### config.mk
export PLATFORM = sky130hd
export DESIGN_NAME = mas_stream_accum
export DESIGN_NICKNAME = d
export VERILOG_FILES = /design/src/rtl/mas_pkg.sv /design/src/rtl/mas_mod_step.sv /design/src/rtl/mas_stream_accum.sv
export SDC_FILE = /design/constraint.sdc
export NUM_CORES = 1
export LEC_CHECK = 0
export BUFFER_PORTS_ARGS = -buffer_cell sky130_fd_sc_hd__buf_2
export CAP_MARGIN = 20
export CORE_MARGIN = 2
export CORE_UTILIZATION = 40
export DETAILED_ROUTE_END_ITERATION = 8
export PLACE_DENSITY = 0.54
export SYNTH_ARGS = -nofsm -noshare
export SYNTH_HDL_FRONTEND = slang
export SYNTH_HIERARCHICAL = 1
export SYNTH_SLANG_ARGS = --single-unit
### constraint.sdc
create_clock -name clk -period 10.9 [get_ports clk]
set_input_delay 0 -clock clk [delete_from_list [all_inputs] [get_ports clk]]
set_output_delay 0 -clock clk [all_outputs]
set_load 0.03 [all_outputs]
### src/rtl/mas_pkg.sv
// Shared op codes and FSM states for the streaming modular accumulator.
package mas_pkg;

    typedef enum logic [1:0] {
        OP_ADD  = 2'b00,
        OP_SUB  = 2'b01,
        OP_LOAD = 2'b10,
        OP_NOP  = 2'b11
    } op_e;

    typedef enum logic [1:0] {
        IDLE = 2'b00,
        ACC  = 2'b01,
        DONE = 2'b10
    } state_e;

endpackage

### src/rtl/mas_mod_step.sv
// One modular fold step: acc op d, corrected once into [0, Q-1].
module mas_mod_step
    import mas_pkg::*;
#(
    parameter int W = 5
) (
    input  logic signed [W:0]   acc_i,
    input  logic signed [W-1:0] d_i,
    input  logic [1:0]          op_i,
    input  logic signed [W-1:0] q_i,
    output logic signed [W:0]   acc_o,
    output logic                rng_err_o
);

    logic signed [W:0] d_x;
    logic signed [W:0] q_x;
    logic signed [W:0] t;

    assign d_x = {d_i[W-1], d_i};
    assign q_x = {q_i[W-1], q_i};

    always_comb begin
        t = acc_i;
        unique case (op_i)
            OP_ADD:  t = acc_i + d_x;
            OP_SUB:  t = acc_i - d_x;
            OP_LOAD: t = d_x;
            default: t = acc_i;
        endcase
    end

    always_comb begin
        acc_o = t;
        if (t >= q_x) begin
            acc_o = t - q_x;
        end else if (t < 0) begin
            acc_o = t + q_x;
        end
    end

    assign rng_err_o = (op_i != OP_NOP) && ((d_i < 0) || (d_i >= q_i));

endmodule

### src/rtl/mas_stream_accum.sv
// Frame-based modular accumulator: folds a stream of operands mod Q,
// emits one result (value, length, error) per frame.
module mas_stream_accum
    import mas_pkg::*;
#(
    parameter int W       = 5,
    parameter int MAX_LEN = 16,
    parameter int LEN_W   = 5
) (
    input  logic                clk,
    input  logic                rst_n,
    input  logic                in_valid,
    output logic                in_ready,
    input  logic signed [W-1:0] in_data,
    input  logic [1:0]          in_op,
    input  logic                in_last,
    input  logic signed [W-1:0] q_in,
    output logic                out_valid,
    input  logic                out_ready,
    output logic [W-2:0]        out_data,
    output logic [LEN_W-1:0]    out_len,
    output logic                out_err
);

    state_e              state_q;
    logic signed [W:0]   acc_q;
    logic signed [W-1:0] q_q;
    logic [LEN_W-1:0]    cnt_q;
    logic                err_q;
    logic                out_valid_q;
    logic [W-2:0]        out_data_q;
    logic [LEN_W-1:0]    out_len_q;
    logic                out_err_q;

    logic                first;
    logic                accept;
    logic signed [W-1:0] q_use;
    logic signed [W:0]   acc_use;
    logic signed [W:0]   acc_d;
    logic                rng_err;
    logic [LEN_W-1:0]    cnt_d;
    logic                hit_max;
    logic                frame_end;
    logic                err_d;

    assign first    = (state_q == IDLE);
    assign in_ready = rst_n && (state_q != DONE);
    assign accept   = in_valid && in_ready;

    // The first beat uses the fresh modulus and starts from a zero accumulator.
    assign q_use   = first ? q_in : q_q;
    assign acc_use = first ? '0 : acc_q;

    mas_mod_step #(.W(W)) u_step (
        .acc_i     (acc_use),
        .d_i       (in_data),
        .op_i      (in_op),
        .q_i       (q_use),
        .acc_o     (acc_d),
        .rng_err_o (rng_err)
    );

    assign cnt_d     = first ? LEN_W'(1) : cnt_q + LEN_W'(1);
    assign hit_max   = (cnt_d == LEN_W'(MAX_LEN));
    assign frame_end = in_last || hit_max;

    always_comb begin
        err_d = rng_err || (hit_max && !in_last);
        if (first) begin
            err_d = err_d || (q_in <= 0);
        end else begin
            err_d = err_d || err_q;
        end
    end

    always_ff @(posedge clk or negedge rst_n) begin
        if (!rst_n) begin
            state_q     <= IDLE;
            acc_q       <= '0;
            q_q         <= '0;
            cnt_q       <= '0;
            err_q       <= 1'b0;
            out_valid_q <= 1'b0;
            out_data_q  <= '0;
            out_len_q   <= '0;
            out_err_q   <= 1'b0;
        end else begin
            unique case (state_q)
                IDLE, ACC: begin
                    if (accept) begin
                        acc_q <= acc_d;
                        cnt_q <= cnt_d;
                        err_q <= err_d;
                        if (first) begin
                            q_q <= q_in;
                        end
                        if (frame_end) begin
                            state_q     <= DONE;
                            out_valid_q <= 1'b1;
                            out_data_q  <= (q_use <= 0) ? '0 : acc_d[W-2:0];
                            out_len_q   <= cnt_d;
                            out_err_q   <= err_d;
                        end else begin
                            state_q <= ACC;
                        end
                    end
                end
                DONE: begin
                    if (out_ready) begin
                        state_q     <= IDLE;
                        out_valid_q <= 1'b0;
                    end
                end
                default: state_q <= IDLE;
            endcase
        end
    end

    assign out_valid = out_valid_q;
    assign out_data  = out_data_q;
    assign out_len   = out_len_q;
    assign out_err   = out_err_q;

endmodule
==> results.txt, run 1 <==
Status -> complete, no violations
Crit share post-route -> 0.414
Worst hold start -> in_last
Core ar. -> 6390 um^2
Headroom to the max-slew limit -> 0.300
Crit Path Category -> register to register
Vias in the first global route -> 2154
Global Route Usage Sum -> 0.181
Hold Path Stages -> 3
Worst hold slack -> 0.0736 ns
Max Cap Violations -> 0
Post-synthesis adder-cell area fraction -> 0.131
Worst vdd ir -> 0.107 mV
Final Util -> 0.458
Routed Antenna Nets -> 0
Residual DRC count -> 0
Slew @ Worst Pin -> 1.05 ns
Asr flop ratio synth -> 1.00
DR WL/cell -> 14.9 um
Worst Hold Class -> primary input to register
Initial antenna violation count -> 0
Number of cells after detailed placement -> 400
DP HPWL -> 4700 um
R2R cell count -> 20
I/O Pins -> 29
Min-Delay Endpoint -> out_err$_DFFE_PN0P_
NumNets Final -> 376
WL final -> 6090 um
Skew final -> 0.00645 ns
Required time of the critical path -> 11.09 ns
Pwr Total -> 616 uW
Busiest layer in global routing -> met2
Post-synth top area share -> 0.283
Flop and latch count out of synthesis -> 30
Pwr Density -> 210 nW/um^2
Clock sinks -> 30
Worst setup EP type -> register
M1 GR Usage -> 0.259
Global route overflow -> 0
Row cnt -> 29
EDFF count, synth -> 0
Reg2reg end -> out_data[3]$_DFFE_PN0P_
Largest family of logic cells by synthesized area -> simple AND/OR/NAND/NOR gates
Fraction of the mapped netlist area in simple logic gates -> 0.204
Final Max Slew Viols -> 0
Setup bufs post-CTS -> 0
Iteration count of the initial detailed-routing pass -> 4
Worst-Skew Late Latency -> 0.28 ns
Most common flop cell mapped by yosys -> dfrtp_1
Synth cell types -> 52
Area delta synth->final -> 10.4%
Average cell area after synthesis -> 8.67 um^2
Post-synthesis compound-gate area fraction -> 0.188
Synthesized area -> 2650 um^2
Syn Nets -> 349
FF-to-FF Start -> state_q[1]$_DFFE_PN0P_
Synth area leader -> dfrtp_1
Post-synthesis mux area share -> 0.101
Final Non-Filler Cells -> 410
Post-synthesis cell count -> 306
CTS Buf Count -> 5
Placer Congestion -> 0.912
First-pass GRT wire length -> 10400 um
Initial DRC count -> 132
H-Tree Depth -> 2
IO Port Bufs -> 28
Die Height -> 85.4 um
Layout cells sized above 1 -> 0.192
Final setup viols -> 0
Initial core utilization -> 0.415
Xor-xnor portion of the synthesized cell area -> 0.0297
Post-DR vias/cell -> 5.22
Synth area leaders -> dfrtp_1, ha_1, nand2_1
Met2 global-route usage -> 0.281
Final hold vios -> 0
Final TNS setup -> 0 ns
LEAKAGE -> 1.41 nW
Critical Path Source -> state_q[1]$_DFFE_PN0P_
Register area share after synthesis -> 0.283
Ant diodes -> 0
CP Launch Type -> register
Hold_buf cts -> 3
Pin count of the biggest net entering global routing -> 34
CTS Root Cell -> clkbuf_8
Clock slew at reported path FFs -> 0.06 ns
TritonCTS clock tree -> yes
Ys Warns -> 6
Die area -> 7300 um^2
Max clock buf depth -> 2
Fmax -> 222 MHz
Post-CTS sizing -> 0
RSZ-0062 raised after global routing -> false
R2R setup slack -> 6.39 ns
DR vias -> 2139
Min Clock Period, post-route -> 4.51 ns
Met3 GRT Util -> 0.0340
Critical Path Fanout Max -> 20
Die Wd -> 85.4 um
Critical path arrival -> 4.70 ns
cells in the mapped netlist, types with 3 or more instances:
library cell	n
ha_1	23
xnor2_1	4
or2_2	3
inv_1	24
a21o_1	6
nand3_1	9
fa_1	3
nor2b_1	9
dfrtp_1	30
o31ai_2	4
mux2i_1	8
and2_1	4
buf_2	3
xor2_1	5
mux2_2	8
a21oi_1	19
nand2_1	35
mux2_4	5
o21ai_1	3
nor2_1	26
nor3_1	5
buf_6	3
o211ai_1	3
nand2b_1	6
clkbuf_1	4
o21ai_0	24
critical path, stage by stage, from the launching register on:
cell and delay (ns):
dfrtp_1 0.49, nor2_1 0.08, buf_4 0.22, nor2b_1 0.18, inv_1 0.07, ha_1 0.23, fa_1 0.41, inv_1 0.07
a21o_1 0.11, a21oi_1 0.07, xor2_1 0.14, o21ai_0 0.43, ha_1 0.35, nand4b_1 0.13, o211ai_1 0.17, a21oi_1 0.10
a21oi_1 0.42, nor3_1 0.10, nor4_1 0.31, inv_1 0.10, o31ai_2 0.23
cell usage in the layout (no fill, tap or decap), drive strengths merged, types with 3 or more instances in the layout:
cell / synthesis / layout
nand2: 35 / 35
dfrtp: 30 / 30
buf: 8 / 29
o21ai: 28 / 28
nor2: 27 / 27
inv: 25 / 25
ha: 23 / 23
a21oi: 19 / 19
mux2: 13 / 13
nand3: 10 / 10
nor2b: 9 / 9
mux2i: 9 / 9
nand2b: 7 / 7
clkbuf: 4 / 7
a21o: 6 / 6
nor3: 6 / 6
o31ai: 6 / 6
xor2: 5 / 5
and2: 4 / 4
xnor2: 4 / 4
or2: 3 / 3
dlygate4sd3: 0 / 3
o211ai: 3 / 3
fa: 3 / 3
final cells by class:
cell class / instances / area, um^2
Fill cell: 655 / 3460
Tap cell: 77 / 96.3
Clock buffer: 7 / 76.3
Inverter: 25 / 93.8
Multi-Input combinational cell: 239 / 1730
Timing Repair Buffer: 32 / 178
Sequential cell: 30 / 751
power breakdown:
group	total [mW]	leakage, nW	switching, mW	internal, mW
clock	0.0832	0.0383	0.0394	0.0438
sequential	0.169	0.376	0.0226	0.146
combinational	0.364	0.999	0.221	0.143
total	0.616	1.41	0.283	0.333
flip-flops by register name, summed over array words and instances, names as in the netlist:
name and cells:
err_q 1, out_err 1, out_data 4, state_q 2
cnt_q 5, out_len 5, out_valid 1, acc_q 6
q_q 5
per-layer routing:
layer  part of all wire  up-vias  routed length (um)
met5                  0        -                   0
met2               0.45       36                2730
li1                   -     1118                   -
met4              0.014        0                  87
met3              0.027        8                 164
met1               0.51      977                3110
through the flow:
stage	setup WS [ns]	instance area [um^2]
floorplan	6.90	2650
global route	6.03	2930
detailed placement	6.39	2820
CTS	6.37	2930
finish	6.39	2930
global placement	6.46	2820
how the worst max path moves through the flow:
stage / to / slack (ns)
6_report: out_data[3]$_DFFE_PN0P_ / 6.39
5_1_grt: out_data[3]$_DFFE_PN0P_ / 6.03
4_1_cts: out_data[3]$_DFFE_PN0P_ / 6.37
3_5_place_dp: out_data[3]$_DFFE_PN0P_ / 6.39
3_3_place_gp: out_data[3]$_DFFE_PN0P_ / 6.46
2_1_floorplan: out_data[3]$_DFFE_PN0P_ / 6.90
kinds of logic after synthesis:
group | after synthesis
AOI/OAI and AO/OA | 73
xor gates and xnor gates | 9
adders and majority gates | 26
buffers and inverters | 37
DFF | 30
muxes | 22
and+or+nand+nor | 109
(Power assumes the default switching activity.)
==> inputs of run 2 (changes only) <==
ABC_AREA = 1   (was default)
clock period = 4.7 ns   (was 10.9 ns; I/O delays follow)
==> run 2 against run 1 <==
Against the previous run: critical path depth rose by 4; combinational power increased to 3.0 times the previous value; count of clock-buffer cells in the layout shrank 1; register-to-register slack got worse by 5.6 ns; fmax increased by 15%; clock power rose to 2.6 times the previous value; die area increased by 2.1%; largest cell class unchanged.
==> results.txt, run 2 <==
Seq. cell area -> 751 um^2
IO Port Bufs -> 28
Largest Register -> acc_q
CP Launch Type -> register
Post-DR vias/cell -> 4.87
Hold_buf cts -> 2
Global route overflow -> 0
Die area -> 7450 um^2
Critical Path Fanout Max -> 19
I/O Pins -> 29
RSZ-0062 raised after global routing -> false
Pwr Density -> 569 nW/um^2
CTS Root Cell -> clkbuf_8
Ys Warns -> 6
Headroom to the max-slew limit -> 0.545
Post-CTS sizing -> 0
Final Non-Filler Cells -> 494
DR vias -> 2407
DR WL/cell -> 12.4 um
Layout cells sized above 1 -> 0.175
Int Power -> 855 uW
Vias in the first global route -> 2323
Worst Hold Class -> primary input to register
Number of cells after detailed placement -> 484
EDFF count, synth -> 0
Required time of the critical path -> 4.93 ns
Worst hold slack -> 0.0440 ns
Largest register FFs -> 6
Crit Path Category -> register to register
Asr flop ratio synth -> 1.00
R2R cell count -> 24
Final Max Slew Viols -> 0
Routed Antenna Nets -> 0
Logic pwr share -> 0.642
Ant diodes -> 0
Finished Cell Area -> 3010 um^2
DP HPWL -> 4980 um
Sequential fraction of design power -> 0.231
First-pass GRT wire length -> 10700 um
Global Route Usage Sum -> 0.179
Placer Congestion -> 0.891
CP endpoint -> out_data[0]$_DFFE_PN0P_
R2R setup slack -> 0.79 ns
Synth area leader -> dfrtp_1
Die Wd -> 86.3 um
Initial DRC count -> 112
Final WS setup -> 0.789 ns
Register area share after synthesis -> 0.277
Fmax -> 256 MHz
Max clock buf depth -> 2
Clock slew at reported path FFs -> 0.07 ns
Synthesized area -> 2710 um^2
Flop and latch count out of synthesis -> 30
Worst-Skew Late Latency -> 0.29 ns
Worst-path cell chain -> nor2_4, nor2_1, ha_1, nand2_1, nand2_1, a31oi_1, xor2_1, nand2_1, nand3_1, inv_1, ha_1, nand2_1, inv_1, nand2_1, nand2_1, nand2_1, nand3_2, o21ai_4, nand2_4, o21ai_1, inv_1, nor2_1, nand3_1, nand2_1
Cell mode on critical path -> nand2_1
Worst setup EP type -> register
Initial antenna violation count -> 0
Commonest non-fill, non-tap cells in the layout -> nand2_1, inv_1, nand3_1
Post-synthesis cell count -> 385
H-Tree Depth -> 2
Worst vdd ir -> 0.286 mV
FF-to-FF Start -> state_q[1]$_DFFE_PN0P_
Most common cell in the synthesized netlist -> nand2_1
Synth area leaders -> dfrtp_1, nand2_1, ha_1
Hold Path Stages -> 4
Area after DPL -> 2890 um^2
Most common cell after layout, fill and taps aside -> nand2_1
Critical path arrival -> 4.14 ns
Psw -> 856 uW
Slew @ Worst Pin -> 0.683 ns
Post-Place Worst Slack -> 0.797 ns
Core ar. -> 6460 um^2
Setup bufs post-CTS -> 0
Power share of the clock group -> 0.127
Area delta synth->final -> 10.9%
Reg2reg end -> out_data[0]$_DFFE_PN0P_
Area occupied by multi-input gates -> 1630 um^2
Switching share of power -> 0.500
Min Clock Period, post-route -> 3.91 ns
Synth cell count leaders -> nand2_1, inv_1, nand3_1, dfrtp_1, nor2_1
Row cnt -> 29
CTS Buf Count -> 5
Initial core utilization -> 0.420
WL final -> 6140 um
Clock sinks -> 30
Average cell area after synthesis -> 7.04 um^2
Crit share post-route -> 0.832
Post-synth top area share -> 0.277
Skew final -> 0.00947 ns
Syn Nets -> 428
Pwr Total -> 1.71 mW
Slowest stage delay, CP -> 0.44 ns
Fill count -> 694
Iteration count of the initial detailed-routing pass -> 4
Final setup viols -> 0
Max Cap Violations -> 0
Final hold vios -> 0
Status -> complete, no violations
Critical Path Source -> state_q[1]$_DFFE_PN0P_
CP max-delay cell -> dfrtp_1
Pin count of the biggest net entering global routing -> 32
Synth cell types -> 33
Die Height -> 86.3 um
LEAKAGE -> 1.66 nW
NumNets Final -> 459
Final TNS setup -> 0 ns
TritonCTS clock tree -> yes
Final Util -> 0.466
Most common flop cell mapped by yosys -> dfrtp_1
Residual DRC count -> 0
## run 2: worst max-delay path, delay by kind of cell (launching register included)
kind | cells | cell delay, ns
AOI/OAI and AO/OA | 3 | 0.61
buffers and inverters | 3 | 0.19
DFF | 1 | 0.44
xor gates and xnor gates | 1 | 0.17
and+or+nand+nor | 15 | 1.69
adders and majority gates | 2 | 0.76
## run 2: area by class of cell
| type | count | share of cell area |
|---|---|---|
| Multi-Input combinational cell | 278 | 0.543 |
| Sequential cell | 30 | 0.250 |
| Inverter | 70 | 0.0882 |
| Timing Repair Buffer | 31 | 0.0558 |
| Tap cell | 77 | 0.0320 |
| Clock buffer | 6 | 0.0275 |
| Clock inverter | 2 | 0.00416 |
## run 2: metal layers
layer / vias to the layer above / share of wire / track usage / routed length (um)
met5: - / 0 / 0 / 0
li1: 1286 / - / - / -
met2: 45 / 0.47 / 0.313 / 2860
met1: 1069 / 0.49 / 0.234 / 3010
met4: 0 / 0.012 / 0.0469 / 76
met3: 7 / 0.030 / 0.0238 / 187
## run 2: kinds of logic (layout without fill, tap and decap cells)
kind of cell | Yosys count | after routing | synth area share
AOI/OAI and AO/OA | 59 | 59 | 0.129
xor gates and xnor gates | 8 | 8 | 0.0259
adders and majority gates | 26 | 26 | 0.128
buffers and inverters | 77 | 109 | 0.121
DFF | 30 | 30 | 0.277
and+or+nand+nor | 185 | 185 | 0.319
## run 2: power by group through the flow
stage          Clock, mW  Combinational, mW  Sequential (mW)
2_1_floorplan          0              0.805            0.459
3_3_place_gp           0               1.10            0.398
3_5_place_dp           0               1.10            0.400
4_1_cts            0.225               1.11            0.396
5_1_grt            0.233               1.28            0.407
6_report           0.217               1.10            0.395
## run 2: worst min-delay path by stage
| stage | to | start |
|---|---|---|
| after floorplan | acc_q[0]$_DFFE_PN0P_ | rst_n |
| after CTS | state_q[0]$_DFFE_PN0P_ | in_valid |
| final | state_q[0]$_DFFE_PN0P_ | in_valid |
| after global routing | state_q[0]$_DFFE_PN0P_ | in_valid |
| after detailed placement | cnt_q[4]$_DFFE_PN0P_ | rst_n |
| after global placement | cnt_q[3]$_DFFE_PN0P_ | rst_n |
